<file path="config.mk">
export PLATFORM = sky130hd
export DESIGN_NAME = bocks_vram_writer
export DESIGN_NICKNAME = d
export VERILOG_FILES = /design/src/rtl/bocks_pkg.sv /design/src/rtl/bocks_rr_arb2.sv /design/src/rtl/bocks_vram_writer.sv
export SDC_FILE = /design/constraint.sdc
export NUM_CORES = 1
export LEC_CHECK = 0
export ABC_AREA = 1
export CAP_MARGIN = 20
export CORE_MARGIN = 4
export CORE_UTILIZATION = 40
export DETAILED_ROUTE_END_ITERATION = 7
export GPL_ROUTABILITY_DRIVEN = 1
export PLACE_DENSITY_LB_ADDON = 0.15
export SLEW_MARGIN = 20
export SYNTH_ARGS = -nofsm -noshare
export SYNTH_HDL_FRONTEND = slang
export SYNTH_SLANG_ARGS = --single-unit
</file>
<file path="constraint.sdc">
create_clock -name pclk -period 4.7 [get_ports pclk]
set_input_delay 1.175 -clock pclk [delete_from_list [all_inputs] [get_ports pclk]]
set_output_delay 1.175 -clock pclk [all_outputs]
set_load 0.01 [all_outputs]
</file>
<file path="src/rtl/bocks_pkg.sv">
// Shared types and constants for the bocks VRAM writer and its arbiter.
package bocks_pkg;

    localparam int unsigned FB_WORDS_DEFAULT = 307200;
    localparam int unsigned ADDR_W           = 32;
    localparam int unsigned DATA_W           = 8;

    // Fill engine FSM states.
    typedef enum logic {
        ST_IDLE = 1'b0,
        ST_FILL = 1'b1
    } fill_state_e;

    // One-hot write grant: bit 0 host, bit 1 fill engine.
    typedef enum logic [1:0] {
        GNT_NONE = 2'b00,
        GNT_HOST = 2'b01,
        GNT_FILL = 2'b10
    } grant_e;

    // Which requester won the most recent grant.
    typedef enum logic {
        LAST_HOST = 1'b0,
        LAST_FILL = 1'b1
    } last_grant_e;

endpackage

</file>
<file path="src/rtl/bocks_rr_arb2.sv">
// Two-requester round-robin arbiter (host vs fill engine), one-hot grant.
module bocks_rr_arb2
    import bocks_pkg::*;
(
    input  logic   pclk,
    input  logic   reset,
    input  logic   i_req_host,
    input  logic   i_req_fill,
    output grant_e o_grant_c
);

    last_grant_e r_last;

    // Grant selection; on a tie the requester that did not win last time goes.
    always_comb begin
        o_grant_c = GNT_NONE;
        if (reset) begin
            o_grant_c = GNT_NONE;
        end else if (i_req_host && i_req_fill) begin
            if (r_last == LAST_FILL) begin
                o_grant_c = GNT_HOST;
            end else begin
                o_grant_c = GNT_FILL;
            end
        end else if (i_req_host) begin
            o_grant_c = GNT_HOST;
        end else if (i_req_fill) begin
            o_grant_c = GNT_FILL;
        end
    end

    // Remember the last winner; reset value lets the host take the first tie.
    always_ff @(posedge pclk) begin
        if (reset) begin
            r_last <= LAST_FILL;
        end else if (o_grant_c == GNT_HOST) begin
            r_last <= LAST_HOST;
        end else if (o_grant_c == GNT_FILL) begin
            r_last <= LAST_FILL;
        end
    end

endmodule

</file>
<file path="src/rtl/bocks_vram_writer.sv">
// Merges host byte writes and a rectangular-free linear fill engine onto
// the single registered write port of the vga block.
module bocks_vram_writer
    import bocks_pkg::*;
#(
    parameter logic [31:0] FB_BASE  = 32'h0000_0000,
    parameter int unsigned FB_WORDS = FB_WORDS_DEFAULT
) (
    input  logic              pclk,
    input  logic              reset,
    input  logic              host_valid,
    output logic              host_ready,
    input  logic [ADDR_W-1:0] host_addr,
    input  logic [DATA_W-1:0] host_data,
    input  logic              fill_start,
    input  logic [ADDR_W-1:0] fill_offset,
    input  logic [ADDR_W-1:0] fill_len,
    input  logic [DATA_W-1:0] fill_color,
    output logic              fill_busy,
    output logic              fill_done,
    output logic              cpu_wr,
    output logic [ADDR_W-1:0] cpu_addr,
    output logic [DATA_W-1:0] cpu_data
);

    localparam logic [ADDR_W-1:0] LP_WORDS = ADDR_W'(FB_WORDS);

    fill_state_e       r_state;
    logic [ADDR_W-1:0] r_offset;
    logic [ADDR_W-1:0] r_len;
    logic [ADDR_W-1:0] r_idx;
    logic [DATA_W-1:0] r_color;
    logic              r_fill_busy;
    logic              r_fill_done;
    logic              r_cpu_wr;
    logic [ADDR_W-1:0] r_cpu_addr;
    logic [DATA_W-1:0] r_cpu_data;

    logic [ADDR_W-1:0] w_room;
    logic [ADDR_W-1:0] w_eff_len;
    logic              w_fill_req;
    logic              w_fill_last;
    grant_e            w_grant;

    // Fill length clipped to the end of the framebuffer.
    assign w_room      = LP_WORDS - fill_offset;
    assign w_eff_len   = (fill_offset >= LP_WORDS) ? '0 :
                         ((fill_len < w_room) ? fill_len : w_room);
    assign w_fill_req  = (r_state == ST_FILL) && (r_idx != r_len);
    assign w_fill_last = ((r_idx + ADDR_W'(1)) == r_len);

    bocks_rr_arb2 u_arb (
        .pclk      (pclk),
        .reset     (reset),
        .i_req_host(host_valid),
        .i_req_fill(w_fill_req),
        .o_grant_c (w_grant)
    );

    assign host_ready = (w_grant == GNT_HOST);

    // Fill FSM: latch parameters on start, step the index on each fill grant.
    always_ff @(posedge pclk) begin
        if (reset) begin
            r_state     <= ST_IDLE;
            r_offset    <= '0;
            r_len       <= '0;
            r_idx       <= '0;
            r_color     <= '0;
            r_fill_busy <= 1'b0;
            r_fill_done <= 1'b0;
        end else begin
            r_fill_done <= 1'b0;
            case (r_state)
                ST_IDLE: begin
                    if (fill_start) begin
                        r_offset    <= fill_offset;
                        r_len       <= w_eff_len;
                        r_color     <= fill_color;
                        r_idx       <= '0;
                        r_state     <= ST_FILL;
                        r_fill_busy <= 1'b1;
                        // Nothing to write: report completion straight away.
                        r_fill_done <= (w_eff_len == '0);
                    end
                end
                ST_FILL: begin
                    if (r_len == '0) begin
                        r_state     <= ST_IDLE;
                        r_fill_busy <= 1'b0;
                    end else if (w_grant == GNT_FILL) begin
                        r_idx <= r_idx + ADDR_W'(1);
                        if (w_fill_last) begin
                            r_state     <= ST_IDLE;
                            r_fill_busy <= 1'b0;
                            r_fill_done <= 1'b1;
                        end
                    end
                end
                default: r_state <= ST_IDLE;
            endcase
        end
    end

    // Registered write port; address/data hold while no write is issued.
    always_ff @(posedge pclk) begin
        if (reset) begin
            r_cpu_wr   <= 1'b0;
            r_cpu_addr <= '0;
            r_cpu_data <= '0;
        end else begin
            r_cpu_wr <= (w_grant != GNT_NONE);
            if (w_grant == GNT_HOST) begin
                r_cpu_addr <= host_addr;
                r_cpu_data <= host_data;
            end else if (w_grant == GNT_FILL) begin
                r_cpu_addr <= FB_BASE + r_offset + r_idx;
                r_cpu_data <= r_color;
            end
        end
    end

    assign fill_busy = r_fill_busy;
    assign fill_done = r_fill_done;
    assign cpu_wr    = r_cpu_wr;
    assign cpu_addr  = r_cpu_addr;
    assign cpu_data  = r_cpu_data;

endmodule

</file>
==> summary.md, run 1 <==
## Route
• **post-detailed-routing wire length** 44.5 mm
• **Met2 Routed Length** 19.7 mm
• **Initial DRC Count** 986
• **first drt pass iteration count** 5
• **ANT nets after route** 0
• **routed length per instance** 18.4 um
• **top layer reached by signal wires** met4
• **Met1 Routed Length** 20.1 mm
• **Via Count** 12700
• **post-route DRC violation count** 0
• **Detail Route met3 WL** 2.89 mm
• **detailed-route vias per instance** 5.24

## Synthesis
• **most instantiated flip-flop cell in the synthesis netlist** dfxtp_1
• **number of different library cells in the post-synthesis netlist** 47
• **Post-Syn Instances** 1748
• **post-synthesis instance area** 11300 um^2
• **Synth Net Count** 1932
• **synthesized area per cell** 6.46 um^2
• **count of synthesis-stage warnings from yosys** 0
• **number of synthesized flops with an enable pin** 0
• **register bit count reported by yosys** 149
• **Async S/R FF share, synth** 0
• **proportion of synthesized chip area in sequential cells** 0.264

## Status
• **status** finished, final reports clean

## Place
• **total half-perimeter wirelength after legalization and detailed placement** 36.4 mm
• **post-placement cell count** 2387
• **routability cong.** 1.03
• **Port Buffers** 159

## Clocking
• **Inserted Clock Buffers** 17
• **hold-fix buffer count after cts** 0
• **root buf cell** clkbuf_16
• **CTS H-tree depth** 4
• **CTS clock-pin slew for the worst setup and hold paths** 60 ps
• **maximum number of buffers from clock root to sink** 2
• **Sink Count** 149
• **clock latency on the worst-skew pair** 420 ps
• **TritonCTS clock tree** built

## Worst setup path
• **data required time of the critical path** 5060 ps
• **class of the most critical setup path** in -> reg
• **Largest stage delay, worst path** 410 ps
• **critical register-to-register path startpoint** r_idx[5]
• **critical path peak fanout** 16
• **CP delay by family, top** simple AND/OR/NAND/NOR gates
• **Worst Setup Start Kind** primary input
• **cell at the slowest stage of the critical path** clkdlybuf4s50_1
• **Setup crit end kind** flip-flop
• **critical path arrival** 4770 ps
• **Buf+Inv Stages, Crit Path** 4
• **crit path from** fill_offset[1]
• **Crit path top cell by count** nand2_1

## Timing
• **Slew Limit Fails** 0
• **Tightest Pin Transition** 866 ps
• **Post-Route Setup TNS** 0 ps
• **Period minus WS final** 4410 ps
• **final hold viol count** 0
• **worst hold slack** 462 ps
• **Slew headroom** 0.423
• **maximum achievable frequency** 0.227 GHz
• **post-route clock period utilization** 0.939
• **endpoints failing setup** 0
• **final setup skew** 9.81 ps

## Die
• **DIE HEIGHT** 176 um
• **Starting Density** 0.405
• **count of standard-cell rows** 61
• **die outline area** 31000 um^2
• **area of the core** 27900 um^2
• **Die Span X** 176 um
• **top-level I/O count** 160

## Finish
• **area added between synthesis and finish** 34.0%
• **fraction of layout instances using a drive strength above 1** 0.126
• **fraction of the core area covered by cells at the end of the flow** 0.543
• **number of non-filler instances in the completed layout** 2420
• **count of nets after finishing** 2214
• **number of antenna cells inserted** 0

## Global routing
• **pin count of the biggest net entering global routing** 78
• **number of antenna violations at the first check in global routing** 0
• **wire length of the first global-routing pass** 68.8 mm
• **total gr overflow** 0
• **Global Route Usage Sum** 0.282
• **number of global-route vias before repair** 12300

## Job
• **Max Cap Viol** 0

## Power and ir drop
• **total power divided by cell area** 249 nW/um^2
• **worst vdd ir** 0.215 mV
• **Leak** 6.52 nW

## Min path
• **hold path startpoint** cpu_addr[14]
• **min-delay worst type** reg -> reg

## tightest hold or removal path, cell delays in order (launching register included)
cell     delay (ps)
dfxtp_1         310
nand2_1          60
a21oi_1          50
## final timing paths
kind                                endpoint  slack [ps]  cells past startpoint
worst max-delay path               fill_done         290                     25
worst min-delay path            cpu_addr[14]         460                      2
worst max register to register  cpu_addr[14]        1360                     16
worst min register to register  cpu_addr[14]         460                      2
## per-stage QoR
stage                     total power, mW  worst slack (ps)  area [um^2]
after floorplan                      1.86               620        11300
after global placement               2.30              -506        14400
after detailed placement             2.31              -476        14400
after CTS                            3.76              75.7        15000
after global routing                 3.94             -6.91        15100
final                                3.76               287        15100
## metal layers
metal / GRT usage / vias to the layer above
met5: 0 / -
met4: 0.114 / 0
met3: 0.0366 / 83
met2: 0.457 / 487
met1: 0.382 / 5701
li1: - / 6419
## sequential cells by signal, summed over array words and instances, names as in the netlist
name and flops:
cpu_data 8, u_arb.r_last 1, r_len 32, r_color 8
fill_done 1, cpu_wr 1, r_offset 32, cpu_addr 32
fill_busy 1, r_state 1, r_idx 32
## cells in the final DEF (no fill, tap or decap), types with 38 or more instances in the layout
cell             Yosys  routed
nand2_1            400     396
inv_1              186     184
nand3_1            184     183
buf_4                0     165
clkdlybuf4s50_1      0     157
nor2_1             155     149
dfxtp_1            149     149
a21oi_1            129     128
o21ai_0            106     105
ha_1                67      67
xnor2_1             49      49
xor2_1              42      38
## Yosys cell counts (2+ instances only)
library cell / n / area, um^2
dfxtp_1: 149 / 2980
a21o_1: 5 / 37.5
o21a_1: 5 / 37.5
o22ai_1: 13 / 81.3
o221a_2: 2 / 22.5
nor3_1: 28 / 140
a21oi_1: 129 / 646
a211oi_1: 2 / 15.0
nor2_1: 155 / 582
buf_2: 10 / 50.1
nand3_1: 184 / 921
nor3_4: 2 / 32.5
nand2_4: 3 / 33.8
nor2_8: 2 / 40.0
or2_2: 4 / 25.0
o221ai_1: 5 / 43.8
ha_1: 67 / 838
xnor2_1: 49 / 429
nand2_1: 400 / 1500
a31oi_1: 11 / 68.8
clkbuf_1: 52 / 195
xor2_1: 42 / 368
nor2_2: 6 / 37.5
nand4_1: 27 / 169
o21ai_1: 4 / 20.0
nor3_2: 3 / 30.0
inv_2: 5 / 18.8
buf_1: 3 / 11.3
inv_1: 186 / 698
o21ai_0: 106 / 531
o211ai_1: 37 / 278
a221oi_1: 4 / 35.0
o21bai_1: 3 / 22.5
nand3b_1: 17 / 128
nand2_2: 3 / 18.8
nor2_4: 3 / 33.8
nor3b_1: 2 / 15.0
o31ai_1: 2 / 15.0
nor4_1: 9 / 56.3
clkinv_1: 2 / 7.51
## final cells by class
type                       instances  area [um^2]
tap                              378          473
clock buffer                      19          443
fill                            2863        12700
timing repair buffer             328         2910
clock inverter                    12          180
sequential                       149         2980
inverter                         193          724
multi-input combinational       1341         7420
## what timing repair did
action / in CTS / in global routing
cloned: 0 / 1
endpoints found under the setup margin: 1 / 6
setup buffers: 0 / 1
pin swaps: 0 / 4
resized for setup: 2 / 22
## logic make-up (layout without fill, tap and decap cells)
family / after synthesis / after routing / synth area share
compound gates: 331 / 331 / 0.166
xor+xnor: 91 / 91 / 0.0706
fa+ha+maj: 68 / 68 / 0.0760
buf+inv: 258 / 552 / 0.0868
flops: 149 / 149 / 0.264
simple gates: 851 / 851 / 0.336
## report_power, final
part / internal (mW) / total [mW] / leakage (nW) / switching (mW)
clock network: 0.900 / 1.46 / 0.287 / 0.560
registers: 1.34 / 1.39 / 1.21 / 0.0531
logic: 0.408 / 0.909 / 5.02 / 0.502
total: 2.65 / 3.76 / 6.52 / 1.12
Power figures use the tool's default switching activity.
==> inputs of run 2 (changes only) <==
ABC_CLOCK_PERIOD_IN_PS = 4700   (was default)
==> results of run 2 <==
No change in the layout: final DEF, timing and power equal those of run 1.
